--- src/rtl/spi_ram_arbiter_if.sv ---
// Bundled handshake and SPI bus for spi_ram_arbiter.
// Groups the two requester channels, the SPI master control/status signals
// and the response channel. The slave modport is the arbiter's view; the
// master modport is the view of whatever drives the requests and models SPI.
interface spi_ram_arbiter_if #(
   parameter int ADDR_SIZE = 8
);
   // Requester A
   logic                   req_valid_a;
   logic                   req_ready_a;
   logic                   req_wr_a;
   logic [ADDR_SIZE-1:0]   req_addr_a;
   logic [ADDR_SIZE-1:0]   req_data_a;
   // Requester B
   logic                   req_valid_b;
   logic                   req_ready_b;
   logic                   req_wr_b;
   logic [ADDR_SIZE-1:0]   req_addr_b;
   logic [ADDR_SIZE-1:0]   req_data_b;
   // SPI master / RAM wrapper
   logic                   spi_startTx;
   logic                   spi_startRx;
   logic                   spi_which_slave;
   logic [2*ADDR_SIZE-1:0] spi_din;
   logic                   spi_tx_done;
   logic                   spi_rx_done;
   logic [2*ADDR_SIZE-1:0] spi_rx_data;
   // Response channel
   logic                   rsp_valid;
   logic                   rsp_owner;
   logic [ADDR_SIZE-1:0]   rsp_data;
   logic                   rsp_err;

   modport slave (
      input  req_valid_a, req_wr_a, req_addr_a, req_data_a,
      input  req_valid_b, req_wr_b, req_addr_b, req_data_b,
      output req_ready_a, req_ready_b,
      output spi_startTx, spi_startRx, spi_which_slave, spi_din,
      input  spi_tx_done, spi_rx_done, spi_rx_data,
      output rsp_valid, rsp_owner, rsp_data, rsp_err
   );

   modport master (
      output req_valid_a, req_wr_a, req_addr_a, req_data_a,
      output req_valid_b, req_wr_b, req_addr_b, req_data_b,
      input  req_ready_a, req_ready_b,
      input  spi_startTx, spi_startRx, spi_which_slave, spi_din,
      output spi_tx_done, spi_rx_done, spi_rx_data,
      input  rsp_valid, rsp_owner, rsp_data, rsp_err
   );
endinterface

--- src/rtl/spi_ram_arbiter.sv ---
// spi_ram_arbiter: round-robin sequencer sharing one SPI master + dual-port
// RAM datapath between requesters A and B. One command is in flight at a
// time: IDLE (arbitrate) -> LAUNCH (start strobe) -> WAIT (done/timeout)
// -> RESP (one-cycle response strobe).
// Optional build macro SPI_ARB_STATS_EN adds saturating grant/timeout
// statistics outputs; without it those ports and counters do not exist.
module spi_ram_arbiter #(
   parameter int ADDR_SIZE = 8,
   parameter int TIMEOUT   = 64,   // WAIT cycles before abort, >= 2
   parameter int TO_W      = 7     // 2**TO_W > TIMEOUT
) (
   input  logic                 clk,
   input  logic                 rst_n,
   spi_ram_arbiter_if.slave     bus
`ifdef SPI_ARB_STATS_EN
   ,
   output logic [15:0]          stat_grants_a,
   output logic [15:0]          stat_grants_b,
   output logic [15:0]          stat_timeouts
`endif
);

   typedef enum logic [1:0] {
      ST_IDLE,
      ST_LAUNCH,
      ST_WAIT,
      ST_RESP
   } state_t;

   localparam logic OWNER_A = 1'b0;
   localparam logic OWNER_B = 1'b1;

   state_t               state;
   logic                 last_grant;   // owner of the most recent handshake
   logic                 op_wr;        // operation of the command in flight
   logic                 op_owner;     // owner of the command in flight
   logic [TO_W-1:0]      to_cnt;

   logic                 grant_a;
   logic                 grant_b;
   logic                 hs_a;
   logic                 hs_b;
   logic                 sel_wr;
   logic [ADDR_SIZE-1:0] sel_addr;
   logic [ADDR_SIZE-1:0] sel_data;
   logic                 done_hit;
   logic                 to_expired;

   // Only the read-data half of the received frame matters here.
   logic                 rx_lo_unused;
   assign rx_lo_unused = ^bus.spi_rx_data[ADDR_SIZE-1:0];

   // Round-robin: on contention the requester that did not win last time wins.
   assign grant_a = bus.req_valid_a && (!bus.req_valid_b || (last_grant == OWNER_B));
   assign grant_b = bus.req_valid_b && (!bus.req_valid_a || (last_grant == OWNER_A));

   // Ready is forced low while reset is asserted so every output reads 0.
   assign bus.req_ready_a = rst_n && (state == ST_IDLE) && grant_a;
   assign bus.req_ready_b = rst_n && (state == ST_IDLE) && grant_b;

   assign hs_a = bus.req_valid_a && bus.req_ready_a;
   assign hs_b = bus.req_valid_b && bus.req_ready_b;

   assign done_hit   = op_wr ? bus.spi_tx_done : bus.spi_rx_done;
   assign to_expired = (to_cnt == TO_W'(TIMEOUT - 1));

   // Select the fields of whichever requester is being accepted this cycle.
   always_comb begin
      // NOTE: every always_comb output gets a default first so no path can infer a latch.
      sel_wr   = bus.req_wr_b;
      sel_addr = bus.req_addr_b;
      sel_data = bus.req_data_b;
      if (hs_a) begin
         sel_wr   = bus.req_wr_a;
         sel_addr = bus.req_addr_a;
         sel_data = bus.req_data_a;
      end
   end

   // Transaction FSM with all SPI and response outputs registered.
   always_ff @(posedge clk or negedge rst_n) begin
      if (!rst_n) begin
         // NOTE: sequential state uses non-blocking assignments only, so every register samples pre-edge values.
         state               <= ST_IDLE;
         last_grant          <= OWNER_B;
         op_wr               <= 1'b0;
         op_owner            <= OWNER_A;
         to_cnt              <= '0;
         bus.spi_startTx     <= 1'b0;
         bus.spi_startRx     <= 1'b0;
         bus.spi_which_slave <= 1'b0;
         bus.spi_din         <= '0;
         bus.rsp_valid       <= 1'b0;
         bus.rsp_owner       <= 1'b0;
         bus.rsp_data        <= '0;
         bus.rsp_err         <= 1'b0;
      end else begin
         case (state)
            ST_IDLE: begin
               if (hs_a || hs_b) begin
                  op_wr               <= sel_wr;
                  op_owner            <= hs_a ? OWNER_A : OWNER_B;
                  last_grant          <= hs_a ? OWNER_A : OWNER_B;
                  bus.spi_startTx     <= sel_wr;
                  bus.spi_startRx     <= !sel_wr;
                  bus.spi_which_slave <= hs_a;
                  bus.spi_din         <= sel_wr ? {sel_data, sel_addr}
                                                : {{ADDR_SIZE{1'b0}}, sel_addr};
                  state               <= ST_LAUNCH;
               end
            end

            ST_LAUNCH: begin
               bus.spi_startTx <= 1'b0;
               bus.spi_startRx <= 1'b0;
               to_cnt          <= '0;
               state           <= ST_WAIT;
            end

            ST_WAIT: begin
               // A matching done beats a simultaneous timeout expiry.
               if (done_hit) begin
                  bus.rsp_valid <= 1'b1;
                  bus.rsp_owner <= op_owner;
                  bus.rsp_err   <= 1'b0;
                  bus.rsp_data  <= op_wr ? '0
                                         : bus.spi_rx_data[2*ADDR_SIZE-1:ADDR_SIZE];
                  state         <= ST_RESP;
               end else if (to_expired) begin
                  bus.rsp_valid <= 1'b1;
                  bus.rsp_owner <= op_owner;
                  bus.rsp_err   <= 1'b1;
                  bus.rsp_data  <= '0;
                  state         <= ST_RESP;
               end else begin
                  to_cnt <= to_cnt + 1'b1;
               end
            end

            ST_RESP: begin
               bus.rsp_valid <= 1'b0;
               state         <= ST_IDLE;
            end

            default: state <= ST_IDLE;
         endcase
      end
   end

`ifdef SPI_ARB_STATS_EN
   logic timeout_hit;
   assign timeout_hit = (state == ST_WAIT) && !done_hit && to_expired;

   // Saturating statistics counters.
   always_ff @(posedge clk or negedge rst_n) begin
      if (!rst_n) begin
         stat_grants_a <= '0;
         stat_grants_b <= '0;
         stat_timeouts <= '0;
      end else begin
         if (hs_a && (stat_grants_a != 16'hFFFF)) stat_grants_a <= stat_grants_a + 16'd1;
         if (hs_b && (stat_grants_b != 16'hFFFF)) stat_grants_b <= stat_grants_b + 16'd1;
         if (timeout_hit && (stat_timeouts != 16'hFFFF)) stat_timeouts <= stat_timeouts + 16'd1;
      end
   end
`endif

endmodule

--- src/flat_wrapper.sv ---
// flat-port wrapper written by rule: the top's interface ports become plain ports
module spi_ram_arbiter_flat 
#(
   parameter int ADDR_SIZE = 8,
   parameter int TIMEOUT   = 64,                                    
   parameter int TO_W      = 7                         
)
  (clk, rst_n, bus_req_valid_a, bus_req_wr_a, bus_req_addr_a, bus_req_data_a, bus_req_valid_b, bus_req_wr_b, bus_req_addr_b, bus_req_data_b, bus_req_ready_a, bus_req_ready_b, bus_spi_startTx, bus_spi_startRx, bus_spi_which_slave, bus_spi_din, bus_spi_tx_done, bus_spi_rx_done, bus_spi_rx_data, bus_rsp_valid, bus_rsp_owner, bus_rsp_data, bus_rsp_err);
  spi_ram_arbiter_if #(.ADDR_SIZE(ADDR_SIZE)) bus_i ();
  input  logic clk;
  input  logic rst_n;
  input wire logic [$bits(bus_i.req_valid_a)-1:0] bus_req_valid_a;
  input wire logic [$bits(bus_i.req_wr_a)-1:0] bus_req_wr_a;
  input wire logic [$bits(bus_i.req_addr_a)-1:0] bus_req_addr_a;
  input wire logic [$bits(bus_i.req_data_a)-1:0] bus_req_data_a;
  input wire logic [$bits(bus_i.req_valid_b)-1:0] bus_req_valid_b;
  input wire logic [$bits(bus_i.req_wr_b)-1:0] bus_req_wr_b;
  input wire logic [$bits(bus_i.req_addr_b)-1:0] bus_req_addr_b;
  input wire logic [$bits(bus_i.req_data_b)-1:0] bus_req_data_b;
  output wire logic [$bits(bus_i.req_ready_a)-1:0] bus_req_ready_a;
  output wire logic [$bits(bus_i.req_ready_b)-1:0] bus_req_ready_b;
  output wire logic [$bits(bus_i.spi_startTx)-1:0] bus_spi_startTx;
  output wire logic [$bits(bus_i.spi_startRx)-1:0] bus_spi_startRx;
  output wire logic [$bits(bus_i.spi_which_slave)-1:0] bus_spi_which_slave;
  output wire logic [$bits(bus_i.spi_din)-1:0] bus_spi_din;
  input wire logic [$bits(bus_i.spi_tx_done)-1:0] bus_spi_tx_done;
  input wire logic [$bits(bus_i.spi_rx_done)-1:0] bus_spi_rx_done;
  input wire logic [$bits(bus_i.spi_rx_data)-1:0] bus_spi_rx_data;
  output wire logic [$bits(bus_i.rsp_valid)-1:0] bus_rsp_valid;
  output wire logic [$bits(bus_i.rsp_owner)-1:0] bus_rsp_owner;
  output wire logic [$bits(bus_i.rsp_data)-1:0] bus_rsp_data;
  output wire logic [$bits(bus_i.rsp_err)-1:0] bus_rsp_err;
  assign bus_i.req_valid_a = bus_req_valid_a;
  assign bus_i.req_wr_a = bus_req_wr_a;
  assign bus_i.req_addr_a = bus_req_addr_a;
  assign bus_i.req_data_a = bus_req_data_a;
  assign bus_i.req_valid_b = bus_req_valid_b;
  assign bus_i.req_wr_b = bus_req_wr_b;
  assign bus_i.req_addr_b = bus_req_addr_b;
  assign bus_i.req_data_b = bus_req_data_b;
  assign bus_req_ready_a = bus_i.req_ready_a;
  assign bus_req_ready_b = bus_i.req_ready_b;
  assign bus_spi_startTx = bus_i.spi_startTx;
  assign bus_spi_startRx = bus_i.spi_startRx;
  assign bus_spi_which_slave = bus_i.spi_which_slave;
  assign bus_spi_din = bus_i.spi_din;
  assign bus_i.spi_tx_done = bus_spi_tx_done;
  assign bus_i.spi_rx_done = bus_spi_rx_done;
  assign bus_i.spi_rx_data = bus_spi_rx_data;
  assign bus_rsp_valid = bus_i.rsp_valid;
  assign bus_rsp_owner = bus_i.rsp_owner;
  assign bus_rsp_data = bus_i.rsp_data;
  assign bus_rsp_err = bus_i.rsp_err;
  spi_ram_arbiter #(.ADDR_SIZE(ADDR_SIZE), .TIMEOUT(TIMEOUT), .TO_W(TO_W)) u_core (.clk(clk), .rst_n(rst_n), .bus(bus_i));
endmodule
--- config.mk ---
export PLATFORM = sky130hd
export DESIGN_NAME = spi_ram_arbiter_flat
export DESIGN_NICKNAME = d
export VERILOG_FILES = /design/src/rtl/spi_ram_arbiter_if.sv /design/src/rtl/spi_ram_arbiter.sv /design/src/flat_wrapper.sv
export SDC_FILE = /design/constraint.sdc
export NUM_CORES = 1
export LEC_CHECK = 0
export ABC_AREA = 0
export CORE_MARGIN = 4
export CORE_UTILIZATION = 41
export DETAILED_ROUTE_END_ITERATION = 8
export PLACE_DENSITY = 0.76
export SLEW_MARGIN = 20
export SYNTH_ARGS = -nofsm -noshare
export SYNTH_HDL_FRONTEND = slang
export SYNTH_SLANG_ARGS = --single-unit
--- constraint.sdc ---
create_clock -name clk -period 4.4 [get_ports clk]
set_input_delay 0.66 -clock clk [delete_from_list [all_inputs] [get_ports clk]]
set_output_delay 0.66 -clock clk [all_outputs]
set_load 0.1 [all_outputs]
# Yosys cells after proc, flatten, opt, wreduce, memory -nomap -nowiden
# Cells that the tools add are included.
# Widths: inputs -> output; s select.
# classes
n_addsub	1
mul	0
n_div	0
magnitude_cmp	0
n_eq_ne	8
n_shift	0
mux	26
bitwise_logic	1
n_reduce_logical	24
# op_table
op	count
$mux 8	5
$mux 16	1
$mux 7	2
$pmux 7 s2	1
$mux 1	10
$reduce_and 2->1	5
$pmux 2 s4	1
$reduce_bool 2->1	4
$add 7x1->7 const B	1
$eq 7x6->1 const B	1
$logic_and 1x1->1	7
$mux 2	3
$ne 2x2->1 const B	3
$pmux 1 s2	3
$eq 2x2->1 const B	2
$logic_not 1->1	3
$logic_or 1x1->1	3
$ne 3x1->1 const B	1
$reduce_and 3->1	1
$eq 2x1->1 const B	1
$logic_not 2->1	1
$not 1->1	1
# totals
register_bits	42
latch_bits	0
mem_bits_rw	0
romBits	0
input_bits	56
output_inout_bits	32
elab_cells	73
n_memories	0

# Depth between registers and ports, before layout
# depth
word_depth	9
ltp_mapped	8

# Worst setup path after synthesis
# No wires, ideal clock.
# synth_path
path_kind	register -> output
startpoint	register u_core.state[0]
endpoint	output bus_req_ready_b
arrival_time_ns	1.772
required_time_ns	3.740
setup_slack_ns	1.968
stages_incl_launch_ff	7
cell_sequence	dfrtp_1 inv_1 ha_1 and2_1 nand3_1 buf_2 inv_1
# synth_via
elab_chain_cells	3
# synth_lines
item	line_no	rtl
start: declaration	spi_ram_arbiter.sv:33	state_t state;
start signal: assignment	spi_ram_arbiter.sv:84	state <= ST_IDLE;
start signal: assignment	spi_ram_arbiter.sv:109	state <= ST_LAUNCH;
start signal: assignment	spi_ram_arbiter.sv:117	state <= ST_WAIT;
$logic_not 2->1	spi_ram_arbiter.sv:59	assign bus.req_ready_b = rst_n && (state == ST_IDLE) && grant_b;
$logic_and 1x1->1 (2 in a row)	spi_ram_arbiter.sv:59	
end: declaration	flat_wrapper.sv:21	output wire logic [$bits(bus_i.req_ready_b)-1:0] bus_req_ready_b;
# Every way passes these cells.

# Worst setup path after layout
# Ends and elaborated chain as after synthesis.

==> results.json <==
{
  "area_growth_syn_to_layout_pct": 48.00,
  "cts-htree-levels": 2,
  "synthTopCellsByCount": "dfrtp_1, nand2_1, o21ai_0, mux2i_1, and3_1",
  "hold_violations": 0,
  "final_core_util_pct": 63.21,
  "fin_setup_tns_ps": 0,
  "fin_worst_skew_ps": 6.687,
  "synth_top_area_share_pct": 50.52,
  "routabilityCongestion": 0.7908,
  "period_share_pct": 65.64,
  "yosysUniqueCellTypes": 39,
  "cp_slowest_stage_delay_ps": 460,
  "synthMostInstantiatedCell": "dfrtp_1",
  "tritoncts": "done",
  "grt_pass1_vias": 1757,
  "port_buffers": 79,
  "period_minus_slack_ps": 2888,
  "grt_use_total_pct": 16.40,
  "synth_area_leader_cell": "dfrtp_1",
  "die_w_microns": 78.38,
  "io_pins": 88,
  "synth.area.top_cells": "dfrtp_1, mux2i_1, o21ai_0, nand2_1, ha_1",
  "dieArea_sq_mm": 0.006143,
  "wl_per_cell_microns": 13.66,
  "grt_pass1_wl_microns": 7941,
  "worst_slew_pin_slew_ps": 989.5,
  "postCtsResizedCells": 0,
  "holdBufCountCts": 0,
  "rsz0062_at_grt": "false",
  "mappedNetlistArea_sq_mm": 0.002031,
  "clkTransAtPathRegs_ps": 80,
  "slowest_stage": "nand3_1",
  "drt_iter0_markers": 148,
  "cts_root_buffer": "clkbuf_8",
  "clock-sinks": 42,
  "seq_area_frac_synth_pct": 51.82,
  "antenna_cells": 0,
  "critPathMaxFanout": 11,
  "remaining_drc_errors": 0,
  "ys_warn_count": 0,
  "maxCapViolCount": 0,
  "ys_ff_latch": 42,
  "required_ps": 3740,
  "die_y_microns": 78.38,
  "viasPerCell": 5.096,
  "hp-class": "in -> async",
  "post-cts-setup-buffer-count": 0,
  "critPathCaptureType": "primary output",
  "drv_slew": 0,
  "routed_wl_microns": 4699,
  "critPathBufInv": 3,
  "drive_gt1_share_pct": 6.859,
  "outcome": "complete, no violations",
  "grt_max_degree": 44,
  "antenna_found_initial": 0,
  "layout.nets": 338,
  "clock_path_buffers": 2,
  "setup-violations-final": 0,
  "drt-pass1-iter-count": 4,
  "dp_hpwl_microns": 3444,
  "path_class": "reg -> out",
  "crit_chain": "inv_1, ha_1, and2_1, nand3_1, inv_1, buf_4",
  "clk_latency_ps": 300,
  "startpoint_type": "flip-flop",
  "start_util_pct": 42.71,
  "fill_cells": 416,
  "rows": 25,
  "synth-async-reset-ratio_pct": 100.0,
  "synth_edf_count": 0,
  "fmax_mhz": 346.2,
  "synth_flop_cell": "dfrtp_1",
  "vias": 1753,
  "grt-ovfl-total": 0,
  "path_delay_family": "simple AND/OR/NAND/NOR gates",
  "synth_cells": 194,
  "cts_made_buffers": 5,
  "synth_area_per_cell_sq_um": 10.47,
  "cp.arrival_ps": 2230,
  "syn_nets": 256,
  "postRouteAntennaNets": 0,
  "slew_headroom_pct": 33.83,
  "path_common_cell": "inv_1",
  "coreArea_sq_mm": 0.004755
}
area by class of cell:
type                       count  area, sq um  share of cell area [%]
clock buffer                   5        68.82                   2.290
clock inverter                 3        40.04                   1.332
inverter                       8        30.03                  0.9992
multi-input combinational    137        914.6                   30.43
sequential                    42         1052                   35.01
tap                           67        83.83                   2.789
timing repair buffer          82        815.8                   27.14
sequential cells by signal (all words and copies together) (netlist names):
name	count
u_core.bus.spi_startRx	1
u_core.bus.rsp_data	8
u_core.state	2
u_core.to_cnt	7
u_core.bus.spi_din	16
u_core.bus.rsp_err	1
u_core.bus.rsp_owner	1
u_core.bus.spi_which_slave	1
u_core.bus.rsp_valid	1
u_core.op_wr	1
u_core.bus.spi_startTx	1
u_core.last_grant	1
u_core.op_owner	1
final timing paths:
check,end,start,slack [ps],cells past startpoint
worst max-delay path,bus_req_ready_b,u_core.state[0],1510,6
worst min-delay path,u_core.bus.rsp_data[5],rst_n,450,2
worst max register to register,u_core.bus.spi_startRx,u_core.state[0],1970,7
worst min register to register,u_core.bus.rsp_data[0],u_core.bus.rsp_data[0],480,1
max in group asynchronous,u_core.last_grant,rst_n,3580,2
min in group clk,u_core.bus.rsp_data[0],u_core.bus.rsp_data[0],480,1
stage by stage:
stage / setup WS [ps] / instances / hold WS, ps / area [sq um]
2_1_floorplan: 1968 / 194 / 364.4 / 2031
3_3_place_gp: 1568 / 336 / 458.0 / 2897
3_5_place_dp: 1557 / 336 / 464.4 / 2897
4_1_cts: 1472 / 344 / 460.7 / 3005
5_1_grt: 1300 / 344 / 484.2 / 3005
6_report: 1512 / 344 / 450.8 / 3005
placed cells by master, fill, tap and decap left out, drive strengths merged, types with 2 or more instances in the layout:
master          n
a21boi          2
a21o           10
a21oi           7
a31oi           4
and2            2
and3           11
buf             6
clkbuf          5
clkdlybuf4s50  76
clkinv          2
dfrtp          41
ha              6
inv             8
mux2            3
mux2i          17
nand2          27
nand2b          2
nand3           5
o211ai          2
o21ai          24
metal layers:
| metal | routed length [microns] | vias to the layer above | track usage [%] |
|---|---|---|---|
| li1 | - | 858 | - |
| met1 | 2006 | 832 | 19.38 |
| met2 | 2236 | 57 | 26.80 |
| met3 | 381 | 6 | 6.537 |
| met4 | 74 | 0 | 6.294 |
| met5 | 0 | - | 0 |
kinds of logic after synthesis:
kind of cell	after synthesis	share of synthesized area [%]
simple gates	53	12.94
mux	20	10.23
buf+inv	15	3.142
fa+ha+maj	6	3.697
flops	42	51.82
compound gates	58	18.18
Power is left out: the tool's default activity adds up to more than one toggle a clock period on the data nets, which glitch-free logic cannot reach.
